$ cat config.mk
export PLATFORM = sky130hd
export DESIGN_NAME = mem_req_arbiter_flat
export DESIGN_NICKNAME = d
export VERILOG_FILES = /design/src/rtl/mem_arb_pkg.sv /design/src/rtl/mem_req_arbiter_if.sv /design/src/rtl/rr_arbiter.sv /design/src/rtl/mem_req_arbiter.sv /design/src/flat_wrapper.sv
export SDC_FILE = /design/constraint.sdc
export NUM_CORES = 1
export LEC_CHECK = 0
export BUFFER_PORTS_ARGS = -buffer_cell sky130_fd_sc_hd__buf_4
export CELL_PAD_IN_SITES_DETAIL_PLACEMENT = 0
export CELL_PAD_IN_SITES_GLOBAL_PLACEMENT = 1
export CORE_AREA = 5 5 258 260
export CTS_BUF_LIST = sky130_fd_sc_hd__clkbuf_8
export DETAILED_ROUTE_END_ITERATION = 10
export DIE_AREA = 0 0 263 265
export GPL_TIMING_DRIVEN = 0
export PLACE_DENSITY = 0.57
export SLEW_MARGIN = 10
export SYNTH_ARGS = -nofsm -noshare
export SYNTH_HDL_FRONTEND = slang
export SYNTH_SLANG_ARGS = --single-unit
$ cat constraint.sdc
create_clock -name clk_i -period 10.15 [get_ports clk_i]
set_input_delay 2.03 -clock clk_i [delete_from_list [all_inputs] [get_ports clk_i]]
set_output_delay 2.03 -clock clk_i [all_outputs]
set_load 0.01 [all_outputs]
$ cat src/rtl/mem_arb_pkg.sv
// Shared types and helpers for the memory request arbiter.
package mem_arb_pkg;

    localparam int unsigned NrPortsDefault   = 3;
    localparam int unsigned TidWidthDefault  = 2;
    localparam int unsigned AddrWidthDefault = 64;
    localparam int unsigned DataWidthDefault = 64;
    localparam int unsigned MaxStoresDefault = 7;

    // Upper bound on requesters supported by the round-robin helper.
    localparam int unsigned MaxPorts     = 8;
    localparam int unsigned PortIdxWidth = $clog2(MaxPorts);
    localparam int unsigned PortCntWidth = PortIdxWidth + 1;

    typedef enum logic {IDLE, ISSUE} state_e;

    typedef struct packed {
        logic                    valid;
        logic [PortIdxWidth-1:0] owner;
        logic                    is_write;
    } tid_entry_t;

    typedef struct packed {
        logic                    found;
        logic [PortIdxWidth-1:0] idx;
    } rr_pick_t;

    // First set bit of req at or after ptr, wrapping modulo n (ptr < n <= MaxPorts).
    function automatic rr_pick_t rr_first(input logic [MaxPorts-1:0]     req,
                                          input logic [PortIdxWidth-1:0] ptr,
                                          input logic [PortCntWidth-1:0] n);
        rr_pick_t                pick;
        logic [PortCntWidth-1:0] cand;
        pick = '0;
        for (int unsigned k = 0; k < MaxPorts; k++) begin
            cand = {1'b0, ptr} + PortCntWidth'(k);
            if (cand >= n) cand = cand - n;
            if (!pick.found && (PortCntWidth'(k) < n) && req[cand[PortIdxWidth-1:0]]) begin
                pick.found = 1'b1;
                pick.idx   = cand[PortIdxWidth-1:0];
            end
        end
        return pick;
    endfunction

endpackage

$ cat src/rtl/mem_req_arbiter_if.sv
// Requester, downstream memory and response signals of the arbiter.
interface mem_req_arbiter_if
    import mem_arb_pkg::*;
#(
    parameter int unsigned NrPorts   = NrPortsDefault,
    parameter int unsigned TidWidth  = TidWidthDefault,
    parameter int unsigned AddrWidth = AddrWidthDefault,
    parameter int unsigned DataWidth = DataWidthDefault
);
    logic [NrPorts-1:0]           req_valid_i;
    logic [NrPorts-1:0]           req_ready_o;
    logic [NrPorts-1:0]           req_we_i;
    logic [NrPorts*AddrWidth-1:0] req_addr_i;
    logic [NrPorts*DataWidth-1:0] req_wdata_i;
    logic                         mem_valid_o;
    logic                         mem_ready_i;
    logic                         mem_we_o;
    logic [AddrWidth-1:0]         mem_addr_o;
    logic [DataWidth-1:0]         mem_wdata_o;
    logic [TidWidth-1:0]          mem_tid_o;
    logic                         rsp_valid_i;
    logic [TidWidth-1:0]          rsp_tid_i;
    logic [DataWidth-1:0]         rsp_rdata_i;
    logic [NrPorts-1:0]           rsp_valid_o;
    logic [DataWidth-1:0]         rsp_rdata_o;
    logic                         rsp_err_o;
    logic                         idle_o;

    // Arbiter side.
    modport slave (
        input  req_valid_i, req_we_i, req_addr_i, req_wdata_i,
        input  mem_ready_i, rsp_valid_i, rsp_tid_i, rsp_rdata_i,
        output req_ready_o, mem_valid_o, mem_we_o, mem_addr_o, mem_wdata_o, mem_tid_o,
        output rsp_valid_o, rsp_rdata_o, rsp_err_o, idle_o
    );

    // Requesters and memory side.
    modport master (
        output req_valid_i, req_we_i, req_addr_i, req_wdata_i,
        output mem_ready_i, rsp_valid_i, rsp_tid_i, rsp_rdata_i,
        input  req_ready_o, mem_valid_o, mem_we_o, mem_addr_o, mem_wdata_o, mem_tid_o,
        input  rsp_valid_o, rsp_rdata_o, rsp_err_o, idle_o
    );
endinterface

$ cat src/rtl/rr_arbiter.sv
// Round-robin arbiter: combinational pick plus a pointer that follows the last grant.
module rr_arbiter
    import mem_arb_pkg::*;
#(
    parameter int unsigned NumReq = NrPortsDefault
) (
    input  logic                    clk_i,
    input  logic                    rst_i,
    input  logic [NumReq-1:0]       req,
    input  logic                    advance,
    output logic [PortIdxWidth-1:0] grant_idx_c,
    output logic                    grant_valid_c
);
    logic [PortIdxWidth-1:0] ptr_q;
    rr_pick_t                pick;

    // Search from the pointer, wrapping over the active requesters.
    always_comb begin
        pick          = rr_first(MaxPorts'(req), ptr_q, PortCntWidth'(NumReq));
        grant_idx_c   = pick.idx;
        grant_valid_c = pick.found;
    end

    // Pointer moves just past the port that was granted.
    always_ff @(posedge clk_i or posedge rst_i) begin
        if (rst_i) begin
            ptr_q <= '0;
        end else if (advance) begin
            if (grant_idx_c == PortIdxWidth'(NumReq - 1)) ptr_q <= '0;
            else                                          ptr_q <= grant_idx_c + PortIdxWidth'(1);
        end
    end
endmodule

$ cat src/rtl/mem_req_arbiter.sv
// Shares one memory request channel among requesters, tags requests with TIDs
// and routes responses back to their owners. MEM_ARB_PERF_EN adds stall_cnt_o.
module mem_req_arbiter
    import mem_arb_pkg::*;
#(
    parameter int unsigned NrPorts              = NrPortsDefault,
    parameter int unsigned TidWidth             = TidWidthDefault,
    parameter int unsigned AddrWidth            = AddrWidthDefault,
    parameter int unsigned DataWidth            = DataWidthDefault,
    parameter int unsigned MaxOutstandingStores = MaxStoresDefault
) (
    input  logic               clk_i,
    input  logic               rst_i,
`ifdef MEM_ARB_PERF_EN
    output logic [31:0]        stall_cnt_o,
`endif
    mem_req_arbiter_if.slave   bus
);
    localparam int unsigned NrTids        = 1 << TidWidth;
    localparam int unsigned StoreCntWidth = $clog2(MaxOutstandingStores + 1);

    state_e                        state_q;
    tid_entry_t [NrTids-1:0]       tid_tbl_q;
    logic [StoreCntWidth-1:0]      store_cnt_q;
    logic                          we_q;
    logic [AddrWidth-1:0]          addr_q;
    logic [DataWidth-1:0]          wdata_q;
    logic [TidWidth-1:0]           tid_q;
    logic [PortIdxWidth-1:0]       owner_q;
    logic [NrPorts-1:0]            rsp_valid_q;
    logic [DataWidth-1:0]          rsp_rdata_q;
    logic                          rsp_err_q;

    logic [NrPorts-1:0]            eligible;
    logic [PortIdxWidth-1:0]       grant_idx;
    logic                          grant_any;
    logic                          grant_c;
    logic                          free_found;
    logic [TidWidth-1:0]           free_tid;
    logic                          any_alloc;
    logic                          sel_we;
    logic [AddrWidth-1:0]          sel_addr;
    logic [DataWidth-1:0]          sel_wdata;
    logic                          accept;
    tid_entry_t                    rsp_entry;
    logic                          rsp_hit;
    logic                          store_inc;
    logic                          store_dec;

    rr_arbiter #(.NumReq(NrPorts)) u_rr (
        .clk_i         (clk_i),
        .rst_i         (rst_i),
        .req           (eligible),
        .advance       (grant_c),
        .grant_idx_c   (grant_idx),
        .grant_valid_c (grant_any)
    );

    // Eligibility, lowest free TID, winner field mux and response lookup.
    always_comb begin
        eligible   = '0;
        free_found = 1'b0;
        free_tid   = '0;
        any_alloc  = 1'b0;
        sel_we     = 1'b0;
        sel_addr   = '0;
        sel_wdata  = '0;
        for (int unsigned p = 0; p < NrPorts; p++) begin
            eligible[p] = bus.req_valid_i[p] &&
                          (!bus.req_we_i[p] || (store_cnt_q < StoreCntWidth'(MaxOutstandingStores)));
            if (grant_idx == PortIdxWidth'(p)) begin
                sel_we    = bus.req_we_i[p];
                sel_addr  = bus.req_addr_i[p*AddrWidth +: AddrWidth];
                sel_wdata = bus.req_wdata_i[p*DataWidth +: DataWidth];
            end
        end
        for (int unsigned t = NrTids; t > 0; t--) begin
            any_alloc = any_alloc | tid_tbl_q[t-1].valid;
            if (!tid_tbl_q[t-1].valid) begin
                free_found = 1'b1;
                free_tid   = TidWidth'(t - 1);
            end
        end
        grant_c   = (state_q == IDLE) && grant_any && free_found && !rst_i;
        accept    = (state_q == ISSUE) && bus.mem_ready_i;
        rsp_entry = tid_tbl_q[bus.rsp_tid_i];
        rsp_hit   = bus.rsp_valid_i && rsp_entry.valid;
        store_inc = accept && we_q;
        store_dec = rsp_hit && rsp_entry.is_write;
    end

    // Grant FSM, TID table, store counter and response return.
    always_ff @(posedge clk_i or posedge rst_i) begin
        if (rst_i) begin
            state_q     <= IDLE;
            tid_tbl_q   <= '0;
            store_cnt_q <= '0;
            we_q        <= 1'b0;
            addr_q      <= '0;
            wdata_q     <= '0;
            tid_q       <= '0;
            owner_q     <= '0;
            rsp_valid_q <= '0;
            rsp_rdata_q <= '0;
            rsp_err_q   <= 1'b0;
        end else begin
            rsp_valid_q <= '0;
            case (state_q)
                IDLE: begin
                    if (grant_c) begin
                        state_q <= ISSUE;
                        we_q    <= sel_we;
                        addr_q  <= sel_addr;
                        wdata_q <= sel_wdata;
                        tid_q   <= free_tid;
                        owner_q <= grant_idx;
                    end
                end
                ISSUE: begin
                    if (bus.mem_ready_i) begin
                        state_q          <= IDLE;
                        tid_tbl_q[tid_q] <= '{valid: 1'b1, owner: owner_q, is_write: we_q};
                    end
                end
                default: state_q <= IDLE;
            endcase
            // A hit TID is always allocated, so it never collides with the one being issued.
            if (rsp_hit) begin
                tid_tbl_q[bus.rsp_tid_i].valid <= 1'b0;
                rsp_valid_q                    <= NrPorts'(1) << rsp_entry.owner;
                rsp_rdata_q                    <= bus.rsp_rdata_i;
            end else if (bus.rsp_valid_i) begin
                rsp_err_q <= 1'b1;
            end
            if (store_inc && !store_dec)      store_cnt_q <= store_cnt_q + StoreCntWidth'(1);
            else if (!store_inc && store_dec) store_cnt_q <= store_cnt_q - StoreCntWidth'(1);
        end
    end

`ifdef MEM_ARB_PERF_EN
    // Cycles with a pending request but no grant.
    always_ff @(posedge clk_i or posedge rst_i) begin
        if (rst_i)                              stall_cnt_o <= '0;
        else if (|bus.req_valid_i && !grant_c)  stall_cnt_o <= stall_cnt_o + 32'd1;
    end
`endif

    assign bus.req_ready_o = grant_c ? (NrPorts'(1) << grant_idx) : '0;
    assign bus.mem_valid_o = (state_q == ISSUE);
    assign bus.mem_we_o    = we_q;
    assign bus.mem_addr_o  = addr_q;
    assign bus.mem_wdata_o = wdata_q;
    assign bus.mem_tid_o   = tid_q;
    assign bus.rsp_valid_o = rsp_valid_q;
    assign bus.rsp_rdata_o = rsp_rdata_q;
    assign bus.rsp_err_o   = rsp_err_q;
    assign bus.idle_o      = (state_q == IDLE) && !any_alloc;
endmodule

$ cat src/flat_wrapper.sv
// flat-port wrapper written by rule: the top's interface ports become plain ports
module mem_req_arbiter_flat import mem_arb_pkg::*;
#(
    parameter int unsigned NrPorts              = NrPortsDefault,
    parameter int unsigned TidWidth             = TidWidthDefault,
    parameter int unsigned AddrWidth            = AddrWidthDefault,
    parameter int unsigned DataWidth            = DataWidthDefault,
    parameter int unsigned MaxOutstandingStores = MaxStoresDefault
)
  (clk_i, rst_i, bus_req_valid_i, bus_req_we_i, bus_req_addr_i, bus_req_wdata_i, bus_mem_ready_i, bus_rsp_valid_i, bus_rsp_tid_i, bus_rsp_rdata_i, bus_req_ready_o, bus_mem_valid_o, bus_mem_we_o, bus_mem_addr_o, bus_mem_wdata_o, bus_mem_tid_o, bus_rsp_valid_o, bus_rsp_rdata_o, bus_rsp_err_o, bus_idle_o);
  mem_req_arbiter_if #(.NrPorts(NrPorts), .TidWidth(TidWidth), .AddrWidth(AddrWidth), .DataWidth(DataWidth)) bus_i ();
  input  logic clk_i;
  input  logic rst_i;
  input wire logic [$bits(bus_i.req_valid_i)-1:0] bus_req_valid_i;
  input wire logic [$bits(bus_i.req_we_i)-1:0] bus_req_we_i;
  input wire logic [$bits(bus_i.req_addr_i)-1:0] bus_req_addr_i;
  input wire logic [$bits(bus_i.req_wdata_i)-1:0] bus_req_wdata_i;
  input wire logic [$bits(bus_i.mem_ready_i)-1:0] bus_mem_ready_i;
  input wire logic [$bits(bus_i.rsp_valid_i)-1:0] bus_rsp_valid_i;
  input wire logic [$bits(bus_i.rsp_tid_i)-1:0] bus_rsp_tid_i;
  input wire logic [$bits(bus_i.rsp_rdata_i)-1:0] bus_rsp_rdata_i;
  output wire logic [$bits(bus_i.req_ready_o)-1:0] bus_req_ready_o;
  output wire logic [$bits(bus_i.mem_valid_o)-1:0] bus_mem_valid_o;
  output wire logic [$bits(bus_i.mem_we_o)-1:0] bus_mem_we_o;
  output wire logic [$bits(bus_i.mem_addr_o)-1:0] bus_mem_addr_o;
  output wire logic [$bits(bus_i.mem_wdata_o)-1:0] bus_mem_wdata_o;
  output wire logic [$bits(bus_i.mem_tid_o)-1:0] bus_mem_tid_o;
  output wire logic [$bits(bus_i.rsp_valid_o)-1:0] bus_rsp_valid_o;
  output wire logic [$bits(bus_i.rsp_rdata_o)-1:0] bus_rsp_rdata_o;
  output wire logic [$bits(bus_i.rsp_err_o)-1:0] bus_rsp_err_o;
  output wire logic [$bits(bus_i.idle_o)-1:0] bus_idle_o;
  assign bus_i.req_valid_i = bus_req_valid_i;
  assign bus_i.req_we_i = bus_req_we_i;
  assign bus_i.req_addr_i = bus_req_addr_i;
  assign bus_i.req_wdata_i = bus_req_wdata_i;
  assign bus_i.mem_ready_i = bus_mem_ready_i;
  assign bus_i.rsp_valid_i = bus_rsp_valid_i;
  assign bus_i.rsp_tid_i = bus_rsp_tid_i;
  assign bus_i.rsp_rdata_i = bus_rsp_rdata_i;
  assign bus_req_ready_o = bus_i.req_ready_o;
  assign bus_mem_valid_o = bus_i.mem_valid_o;
  assign bus_mem_we_o = bus_i.mem_we_o;
  assign bus_mem_addr_o = bus_i.mem_addr_o;
  assign bus_mem_wdata_o = bus_i.mem_wdata_o;
  assign bus_mem_tid_o = bus_i.mem_tid_o;
  assign bus_rsp_valid_o = bus_i.rsp_valid_o;
  assign bus_rsp_rdata_o = bus_i.rsp_rdata_o;
  assign bus_rsp_err_o = bus_i.rsp_err_o;
  assign bus_idle_o = bus_i.idle_o;
  mem_req_arbiter #(.NrPorts(NrPorts), .TidWidth(TidWidth), .AddrWidth(AddrWidth), .DataWidth(DataWidth), .MaxOutstandingStores(MaxOutstandingStores)) u_core (.clk_i(clk_i), .rst_i(rst_i), .bus(bus_i));
endmodule
-- Word level (Yosys, flattened, before mapping)
Cells that the tools add are included.
- output and inout port bits: 204
- word-level logic and storage cells: 132
- register bits: 229
- $lt $le $gt $ge: 11
- bitwise gates (word level): 5
- reductions and logical operators: 33
- shifts and indexed selects: 2
- add/sub/neg operators: 8
- equality and inequality tests: 2
- muxes and demuxes: 48
- operator list (operator ; number):
    2-to-1 mux 64 bit ; 6
    2-to-1 mux 20 bit ; 3
    bitwise mux 20 bit ; 2
    2-to-1 mux 3 bit ; 8
    demux 5 bit (select 2 bit) ; 2
    logical AND 1 bit ; 17
    2-to-1 mux 5 bit ; 3
    less-than comparator 3 x 4 -> 1 bit (second input constant) ; 3
    2-to-1 mux 1 bit ; 12
    2-to-1 mux 4 bit ; 3
    binary-select mux 5 bit (select 2 bit) ; 1
    binary-select mux 1 bit (select 3 bit) ; 3
    zero test 1 bit ; 9
    subtractor 3 x 2 -> 3 bit (second input constant) ; 3
    >= comparator 4 x 2 -> 1 bit (second input constant) ; 2
    2-to-1 mux 2 bit ; 4
    adder 3 x 1 -> 3 bit (second input constant) ; 2
    less-than comparator 2 x 3 -> 1 bit (second input constant) ; 2
    left shift 1 x 3 -> 3 bit (first input constant) ; 2
    adder 3 x 1 -> 4 bit (second input constant) ; 1
    adder 3 x 2 -> 4 bit (second input constant) ; 1
    >= comparator 2 x 1 -> 1 bit (second input constant) ; 2
    AND reduction 2 bit ; 2
    == test 3 x 1 -> 1 bit (second input constant) ; 1
    other kinds (10) ; 15

-- Logic depth before layout (Yosys ltp)
Gate-level depths: netlist (run 1).
- depth after elaboration: 17
- depth in mapped cells: 15
- mapped depth without buffers: 10

-- Hierarchy
A second synthesis (run 1) with hierarchy kept.
- cells, all modules: 934
- area, all modules: 12039.0 µm²
- by module, submodules not included (module ; area an instance (µm²) ; instances ; sequential area each (µm²) ; cells each):
    mem_req_arbiter ; 11309.6 ; 1 ; 5655.4 ; 844
    rr_arbiter ; 729.4 ; 1 ; 75.1 ; 90

-- Worst setup path before layout (run 1)
OpenSTA, ideal clock, no wires.
- path type: input port to output port
- start point: input rst_i
- end point: output bus_req_ready_o[0]
- cell stages on the path: 8
- path buffers: 4
- data required time: 8.120 ns
- arrival: 8.145 ns
- setup slack: -0.025 ns
- cell sequence: inv_1 nand3_1 a41o_1 buf_2 buf_6 buf_2 buf_2 nor2_1
- word-level cells in the longest chain between the ends: 3
- ends and longest elaborated chain (what ; RTL line ; source):
    start: declaration ; flat_wrapper.sv:13 ; input logic rst_i;
    zero test 1 bit ; mem_req_arbiter.sv:84 ; grant_c = (state_q == IDLE) && grant_any && free_found && !rst_i;
    logical AND 1 bit ; mem_req_arbiter.sv:84 ;
    2-to-1 mux 3 bit ; mem_req_arbiter.sv:148 ; assign bus.req_ready_o = grant_c ? (NrPorts'(1) << grant_idx) : '0;
    end: declaration ; flat_wrapper.sv:22 ; output wire logic [$bits(bus_i.req_ready_o)-1:0] bus_req_ready_o;
No other way between the ends.

-- Worst setup path in the final report (run 1)
Ends and elaborated chain as after synthesis.

==> results.json, run 1 <==
{
  "min_period_ps": 7240,
  "via_per_inst": 4.09,
  "stdcell_area_sq_um": 19300,
  "syn_to_final_growth_pct": 58.8,
  "num_io_pins": 664,
  "cp.arrival_ps": 5210,
  "tns_ps": 0,
  "cp.required_ps": 8120,
  "cts-root-buf": "clkbuf_8",
  "avgRoutedWirePerCell_microns": 21.3,
  "timing.final.crit_share_pct": 71.3,
  "fmax_mhz": 138,
  "die_area_sq_um": 69700,
  "grt_use_total_pct": 15.2,
  "clk_path_buf_depth": 3,
  "htreeDepth": 2,
  "grt_first_pass_wirelength_microns": 79900,
  "ant_nets": 0,
  "ir_worst_vdd_mv": 0.101,
  "gp_congestion": 0.847,
  "ctsHoldBuffers": 0,
  "drv_cap": 0,
  "netSwitchingFraction_pct": 41.5,
  "drive_gt1_share_pct": 55.2,
  "port_buffers": 661,
  "synth_ff_type": "dfrtp_1",
  "die_h_microns": 265,
  "final_common_cell": "buf_4",
  "final_cell_mix": "buf_4, dfrtp_1, nand2_1",
  "synth_seq_area_share_pct": 47.1,
  "drcViolationCount": 0,
  "syn_area_sq_um": 12200,
  "wirelength_microns": 56400,
  "synth_edf_count": 0,
  "initialDrtViolationCount": 347,
  "rsz0062_at_grt": "false",
  "numCtsBuffers": 46,
  "hold_ws_ps": 478,
  "yosysWarnings": 0,
  "die_width_microns": 263,
  "cp_max_fo": 35,
  "leakage_nw": 9.80,
  "grt_pass1_vias": 11900,
  "hpwl_microns": 46300,
  "grt_max_degree": 36,
  "floorplan.initialDensity_pct": 19.1,
  "rows": 93,
  "drv_slew": 0,
  "combPwrFrac_pct": 58.9,
  "p_switching_mw": 2.64,
  "synth_cells": 1041,
  "status": "complete, no violations",
  "cts_tree": "built",
  "dr_total_vias": 10800,
  "avgSynthCellArea_sq_um": 11.7,
  "drt_first_pass_iters": 4,
  "min_path_type": "reg2reg",
  "coreArea_sq_um": 63900,
  "globalRouteOverflowTotal": 0,
  "intPower_mw": 3.71,
  "synth_nets": 1510,
  "seqPwrFrac_pct": 25.5,
  "worstSetupPathType": "in2out",
  "slew-limit-headroom_pct": 24.4,
  "finalClockSkew_ps": 15.6,
  "ctsResizeCount": 0,
  "clk_pin_slew_ps": 60,
  "clock_sinks": 229,
  "endpoint_kind": "output port",
  "setup_viol": 0,
  "clkLatencyLatePin_ps": 590,
  "final-hold-violation-count": 0,
  "nets": 2226,
  "worstMarginPinSlew_ps": 1130,
  "place_area_sq_um": 18400,
  "p_per_area_nw_per_um2": 329,
  "synth_cell_types": 51,
  "async_flop_share_pct": 100,
  "antenna_found_initial": 7,
  "cp-start-kind": "primary input",
  "p_clk_share_pct": 15.7,
  "ys_seq_elements": 229,
  "cts_setup_buffers": 0
}
registers in the layout, indices dropped and copies added (netlist names), named ones only:
signal / cells
u_core.bus.rsp_err_o: 1
u_core.u_rr.ptr_q: 3
u_core.bus.mem_we_o: 1
u_core.bus.mem_wdata_o: 64
u_core.bus.rsp_rdata_o: 64
u_core.bus.rsp_valid_o: 3
u_core.store_cnt_q: 3
u_core.tid_tbl_q: 4
u_core.bus.mem_addr_o: 64
u_core.owner_q: 3
u_core.bus.mem_tid_o: 2
u_core.bus.mem_valid_o: 1
synth_stat cells, drive strengths merged, types with 2 or more instances:
master,instances,area (sq um)
buf,49,330
a41oi,2,17.5
or2,13,81.3
nor3b,3,22.5
o21ai,129,646
clkbuf,22,82.6
ha,8,100
inv,10,37.5
xnor2,2,17.5
nand2,154,578
dfrtp,229,5730
mux2i,131,1310
nor2,12,47.6
xor2,3,26.3
nand2b,5,31.3
and3,3,23.8
a221oi,2,23.8
nand3,6,30.0
a21o,3,22.5
o22ai,3,18.8
a21oi,8,40.0
nor3,6,30.0
o211ai,11,87.6
and2,4,25.0
or4,2,15.0
mux2,199,2540
mux4,5,113
nand4,4,25.0
nor2b,2,12.5
worst max-delay path, stage by stage:
cell and delay [ps]:
buf_4 90, clkinvlp_4 510, buf_12 420, nand3_1 170, a41o_1 270, buf_2 410
buf_6 260, buf_2 400, buf_2 380, nor2_1 80, buf_4 160
per-layer routing:
| metal | share of wire (%) | global-route usage [%] | up-vias |
|---|---|---|---|
| li1 | - | - | 5115 |
| met1 | 38 | 16.7 | 5157 |
| met2 | 51 | 27.2 | 491 |
| met3 | 9.6 | 6.40 | 66 |
| met4 | 2.2 | 3.92 | 0 |
| met5 | 0 | 0 | - |
final timing paths:
check                                                             from                                endpoint  slack (ps)  cells past startpoint
worst max-delay path                                             rst_i                      bus_req_ready_o[0]        2910                     11
worst min-delay path            u_core.bus.mem_wdata_o[41]$_DFFE_PP0P_  u_core.bus.mem_wdata_o[41]$_DFFE_PP0P_         480                      2
worst max register to register        u_core.u_rr.ptr_q[1]$_DFFE_PP0P_   u_core.bus.mem_addr_o[41]$_DFFE_PP0P_        6260                     11
worst min register to register  u_core.bus.mem_wdata_o[41]$_DFFE_PP0P_  u_core.bus.mem_wdata_o[41]$_DFFE_PP0P_         480                      2
max in group asynchronous                                        rst_i  u_core.bus.mem_wdata_o[19]$_DFFE_PP0P_        7290                      6
min in group asynchronous                                        rst_i  u_core.bus.rsp_rdata_o[60]$_DFFE_PP0P_        1540                      2
power by group through the flow:
stage          combinational, mW  sequential [mW]  clock, mW
2_1_floorplan               2.05             1.77          0
3_3_place_gp                3.82             1.61          0
3_5_place_dp                3.86             1.63          0
4_1_cts                     3.86             1.62       1.04
5_1_grt                     4.06             1.67       1.08
6_report                    3.74             1.62      0.995
layout make-up:
class | count | area [sq um]
repair buffers | 668 | 5110
clock buffers | 59 | 812
clock inverters | 21 | 150
fillers | 6763 | 44500
well taps | 855 | 1070
multi-input cells | 731 | 6000
inverters | 10 | 41.3
plain buffers | 71 | 413
flip-flops and latches | 229 | 5730
diodes | 5 | 12.5
stage by stage:
stage / setup slack (ps) / cells / util, % / total power, mW
floorplan: 1550 / 1041 / - / 3.81
global placement: -2190 / 2557 / 28.5 / 5.43
detailed placement: 2610 / 2564 / 28.7 / 5.49
CTS: 2630 / 2644 / 30.2 / 6.52
global route: 2470 / 2646 / 30.3 / 6.81
finish: 2910 / 2649 / 30.3 / 6.35
logic make-up (layout without fill, tap and decap cells):
family | Yosys count | in the layout | synth area share (%)
AO/OA/AOI/OAI | 165 | 165 | 7.54
other | 0 | 5 | 0
buffers and inverters | 81 | 829 | 3.70
AND/OR/NAND/NOR | 217 | 217 | 7.77
XOR/XNOR | 5 | 5 | 0.360
adder cells (fa/ha/maj) | 9 | 9 | 0.986
flip-flops | 229 | 229 | 47.1
multiplexers | 335 | 335 | 32.6
(Power assumes the default switching activity.)
==> run 2, diff against run 1 <==
- ABC_AREA: not set -> 1
- CORE_AREA: 5 5 258 260 -> 5 5 252 254
- DIE_AREA: 0 0 263 265 -> 0 0 257 259
- PLACE_DENSITY: 0.57 -> 0.65
- clock period: 10.15 -> 5.9 ns (I/O delays scaled with it)
==> results.json, run 2 <==
{
  "hpwl_microns": 55100,
  "synth_nets": 2266,
  "tns_ps": 0,
  "die_width_microns": 257,
  "netSwitchingFraction_pct": 29.6,
  "final.setup.worst_slack_ps": 906,
  "cts_tree": "built",
  "synth_cells": 1797,
  "grt_pass1_vias": 15100,
  "yosys-top-cells-count": "nand2_1, dfrtp_1, nor2_1, nand3_1, inv_1",
  "seqPwrFrac_pct": 40.4,
  "ant_nets": 0,
  "min_period_ps": 4990,
  "via_per_inst": 4.31,
  "combPwrFrac_pct": 22.4,
  "p_switching_mw": 1.39,
  "total_power_mw": 4.70,
  "die_h_microns": 259,
  "hold_ws_ps": 479,
  "die_area_sq_um": 66600,
  "grt_use_total_pct": 19.3,
  "detailedPlace.worstSlack_ps": 1070,
  "nets": 2984,
  "final_cell_mix": "nand2_1, buf_4, dfrtp_1",
  "drv_slew": 0,
  "cts-root-buf": "clkbuf_8",
  "htreeDepth": 2,
  "synth_edf_count": 0,
  "initialDrtViolationCount": 855,
  "synth_most_common_cell": "nand2_1",
  "clock_sinks": 229,
  "worstSetupPathType": "reg2out",
  "intPower_mw": 3.31,
  "grt_max_degree": 36,
  "cts_setup_buffers": 0,
  "drcViolationCount": 0,
  "clk_pin_slew_ps": 60,
  "clkLatencyLatePin_ps": 590,
  "port_buffers": 663,
  "finalClockSkew_ps": 25.2,
  "cp_max_fo": 10,
  "coreArea_sq_um": 61000,
  "timing.final.crit_share_pct": 84.6,
  "ctsHoldBuffers": 0,
  "clk_path_buf_depth": 3,
  "numCtsBuffers": 45,
  "worstMarginPinSlew_ps": 1030,
  "synth_ff_type": "dfrtp_1",
  "min_path_type": "reg2reg",
  "num_antenna_cells": 0,
  "ir_worst_vdd_mv": 0.112,
  "num_io_pins": 664,
  "leakage_nw": 11.2,
  "antenna_found_initial": 2,
  "dr_total_vias": 14400,
  "avgSynthCellArea_sq_um": 6.98,
  "syn_area_sq_um": 12500,
  "syn_to_final_growth_pct": 56.8,
  "wirelength_microns": 67600,
  "avgRoutedWirePerCell_microns": 20.2,
  "floorplan.initialDensity_pct": 20.6,
  "setup_viol": 0,
  "drt_first_pass_iters": 5,
  "synth_top_area_share_pct": 45.7,
  "globalRouteOverflowTotal": 0,
  "fmax_mhz": 200,
  "drive_gt1_share_pct": 33.3,
  "slew-limit-headroom_pct": 30.7,
  "status": "complete, no violations",
  "p_clk_share_pct": 37.2,
  "p_per_area_nw_per_um2": 239,
  "cp.required_ps": 4720,
  "cp.arrival_ps": 3810,
  "rsz0062_at_grt": "false",
  "yosysWarnings": 0,
  "yosysTopAreaCell": "dfrtp_1",
  "synthTopCellsByArea": "dfrtp_1, nand2_1, nand3_1",
  "synth_seq_area_share_pct": 45.7,
  "grt_first_pass_wirelength_microns": 97500,
  "cp-start-kind": "register",
  "async_flop_share_pct": 100,
  "final_common_cell": "nand2_1",
  "gp_congestion": 0.914,
  "synth_cell_types": 44,
  "ys_seq_elements": 229,
  "ctsResizeCount": 0,
  "endpoint_kind": "output port",
  "rows": 91,
  "final-hold-violation-count": 0,
  "drv_cap": 0
}
## run 2: cell types whose count changed after synthesis, sizes merged, moves of 7 or more
| cell | change |
|---|---|
| mux2i | -131 |
| nor2 | +203 |
| nand3 | +177 |
| buf | +20 |
| mux2 | -198 |
| nand2 | +716 |
| o21ai | -82 |
| clkinv | +7 |
| clkbuf | +9 |
| o211ai | -11 |
| nand3b | +7 |
| inv | +64 |
## run 2: metal layers
layer	GRT usage [%]	up-vias	wire length (microns)
li1	-	7022	-
met1	22.7	6735	26900
met2	34.7	558	33900
met3	6.07	72	5440
met4	4.26	0	1400
met5	0	-	0
## run 2: kinds of logic after synthesis
logic type	Yosys count	share of synthesized area (%)
AND/OR/NAND/NOR	1305	42.8
flip-flops	229	45.7
buffers and inverters	181	7.13
AO/OA/AOI/OAI	69	3.17
adder cells (fa/ha/maj)	9	0.957
XOR/XNOR	3	0.209
multiplexers	1	0.0897
## run 2: cell type report
| class | count | area [sq um] |
|---|---|---|
| Fill cell | 6711 | 41400 |
| Timing Repair Buffer | 671 | 5160 |
| Multi-Input combinational cell | 1387 | 5920 |
| Clock buffer | 58 | 798 |
| Buffer | 100 | 588 |
| Sequential cell | 229 | 5730 |
| Clock inverter | 25 | 174 |
| Inverter | 81 | 310 |
| Tap cell | 790 | 988 |
## run 2: final timing paths
kind,from,to,slack (ps),cells past startpoint
worst min-delay path,u_core.bus.rsp_rdata_o[33]$_DFFE_PP0P_,u_core.bus.rsp_rdata_o[33]$_DFFE_PP0P_,480,2
min in group asynchronous,rst_i,u_core.bus.mem_tid_o[1]$_DFFE_PP0P_,620,2
worst min register to register,u_core.bus.rsp_rdata_o[33]$_DFFE_PP0P_,u_core.bus.rsp_rdata_o[33]$_DFFE_PP0P_,480,2
worst max-delay path,u_core.u_rr.ptr_q[1]$_DFFE_PP0P_,bus_req_ready_o[0],910,19
max in group asynchronous,rst_i,u_core.bus.mem_wdata_o[6]$_DFFE_PP0P_,4040,6
worst max register to register,u_core.u_rr.ptr_q[1]$_DFFE_PP0P_,u_core.bus.mem_wdata_o[59]$_DFFE_PP0P_,2380,17
## run 2: per-stage QoR
step	std cells	util (%)	cell area, sq um
2_1_floorplan	1797	-	12600
3_3_place_gp	3250	30.3	18500
3_5_place_dp	3258	30.6	18700
4_1_cts	3341	32.2	19700
5_1_grt	3341	32.2	19700
6_report	3341	32.2	19700
## run 2: power by group through the flow
stage	Clock, mW	Combinational (mW)	Sequential, mW
detailed placement	0	1.06	1.92
global placement	0	1.04	1.92
CTS	1.83	1.07	1.89
floorplan	0	0.299	1.99
global route	1.88	1.16	1.92
finish	1.75	1.05	1.90
## run 2: critical path, stage by stage (launching register included)
cell and delay, ps:
dfrtp_1 440, ha_1 210, ha_1 290, inv_1 60, nor2_1 80, nand3_1 70
nand2_1 130, nand2_1 70, nand2_1 50, nand2_1 60, inv_1 50, nand2_1 130
nand3_2 150, nor2_4 50, nor2_8 240, buf_4 360, buf_4 310, nand2_1 170
nor2_1 140, buf_4 150
==> run 3, diff against run 2 <==
- clock period: 5.9 -> 4.3 ns (I/O delays scaled with it)
==> results.json, run 3 (synthesized netlist as in run 2, its figures left out) <==
{
  "clk_pin_slew_ps": 60,
  "die_h_microns": 259,
  "wirelength_microns": 67500,
  "reg2regPathDepth": 17,
  "worstMarginPinSlew_ps": 995,
  "initialDrtViolationCount": 790,
  "min_period_ps": 4040,
  "rr_endpoint": "u_core.bus.mem_wdata_o[59]$_DFFE_PP0P_",
  "slew-limit-headroom_pct": 33.2,
  "grt_use_total_pct": 19.3,
  "final-hold-violation-count": 0,
  "endpoint_kind": "output port",
  "min_path_type": "in2async",
  "dr_total_vias": 14400,
  "globalRouteOverflowTotal": 0,
  "port_buffers": 663,
  "num_antenna_cells": 0,
  "finalClockSkew_ps": 26.2,
  "final_common_cell": "nand2_1",
  "hpwl_microns": 55100,
  "clk_path_buf_depth": 3,
  "fmax_mhz": 248,
  "syn_to_final_growth_pct": 57.4,
  "cp_max_fo": 10,
  "drt_first_pass_iters": 5,
  "nets": 2988,
  "gp_congestion": 0.914,
  "die_width_microns": 257,
  "coreArea_sq_um": 61000,
  "drv_cap": 0,
  "antenna_found_initial": 2,
  "floorplan.initialDensity_pct": 20.6,
  "crit-reg2reg-launch": "u_core.u_rr.ptr_q[1]$_DFFE_PP0P_",
  "drv_slew": 0,
  "cp.arrival_ps": 3180,
  "die_area_sq_um": 66600,
  "final.setup.worst_slack_ps": 260,
  "grt_pass1_vias": 15100,
  "cp.required_ps": 3440,
  "finalNonFillerCells": 3345,
  "avgRoutedWirePerCell_microns": 20.2,
  "ant_nets": 0,
  "r2r_slack_ps": 730,
  "final_cell_mix": "nand2_1, buf_4, dfrtp_1",
  "drcViolationCount": 0,
  "leakage_nw": 11.3,
  "placedCellCount": 3258,
  "setup_viol": 0,
  "rows": 91,
  "via_per_inst": 4.32,
  "cts_tree": "built",
  "numCtsBuffers": 45,
  "status": "complete, no violations",
  "ir_worst_vdd_mv": 0.155,
  "p_per_area_nw_per_um2": 326,
  "htreeDepth": 2,
  "drive_gt1_share_pct": 33.6,
  "timing.final.crit_share_pct": 94.0,
  "grt_first_pass_wirelength_microns": 97300,
  "cts-root-buf": "clkbuf_8",
  "num_io_pins": 664,
  "grt_max_degree": 36,
  "worstSetupPathType": "reg2out",
  "cp-start-kind": "register",
  "detailedPlace.worstSlack_ps": 110,
  "clock_sinks": 229,
  "clkLatencyLatePin_ps": 590
}
==> run 3: cell types whose count changed in the layout (fill, tap and decap cells not counted) <==
cell / delta
clkbuf_1: -1
inv_4: +1
buf_2: -4
nand2_4: +1
nand2_1: -1
nor2_2: +2
nor2_1: -2
dfrtp_2: +1
inv_2: -1
buf_4: +6
buf_6: +2
buf_12: +1
dfrtp_1: -1
==> run 3: through the flow <==
stage	util (%)	TNS [ps]	instance area, sq um	hold slack, ps	total power [mW]
2_1_floorplan	-	0	12600	453	3.15
3_3_place_gp	30.3	-304090	18500	463	4.06
3_5_place_dp	30.6	0	18700	466	4.10
4_1_cts	32.3	0	19700	231	6.57
5_1_grt	32.4	-10.1	19800	286	6.81
6_report	32.4	0	19800	304	6.45
==> run 3: what timing repair did <==
| item | CTS | global route |
|---|---|---|
| resized for setup | 8 | 9 |
| hold endpoints to repair | 0 | 0 |
| setup buffers | 3 | 3 |
| pin swaps | 2 | 0 |
| endpoints found under the setup margin | 3 | 3 |
| hold buffers | 0 | 0 |
==> run 3: final cells by class <==
type,instances,area [sq um]
clock buffers,58,798
well taps,790,988
plain buffers,98,607
repair buffers,677,5200
multi-input cells,1387,5930
clock inverters,25,174
flip-flops and latches,229,5730
fillers,6718,41300
inverters,81,313
==> run 3: worst max-delay path by stage <==
stage / from / endpoint
detailed placement: bus_req_we_i[2] / bus_req_ready_o[0]
global route: u_core.u_rr.ptr_q[1]$_DFFE_PP0P_ / bus_req_ready_o[0]
floorplan: rst_i / asynchronous set/reset pin
finish: u_core.u_rr.ptr_q[1]$_DFFE_PP0P_ / bus_req_ready_o[2]
CTS: u_core.u_rr.ptr_q[1]$_DFFE_PP0P_ / bus_req_ready_o[0]
global placement: rst_i / u_core.bus.mem_wdata_o[1]$_DFFE_PP0P_
==> run 3: where the power goes <==
group	internal [mW]	switching, mW
clock network	1.34	1.06
registers	2.43	0.172
logic	0.770	0.675
==> run 3: per-layer routing <==
metal	up-vias	global-route usage, %	wire length, microns
met1	6774	22.6	26800
met3	73	6.18	5520
li1	7018	-	-
met4	0	4.26	1430
met5	-	0	0
met2	572	34.5	33800
==> run 3: worst max-delay path, cell delays in order (launching register included) <==
cell and delay [ps]:
dfrtp_2 440, ha_1 190, ha_1 290, inv_1 70, nor2_1 80, nand3_1 70
nand2_1 120, nand2_1 70, nand2_1 50, nand2_1 70, inv_1 70, nand2_2 90
nand3b_1 130, nand2_1 140, buf_4 230, buf_6 180, nor2_2 140, buf_4 130
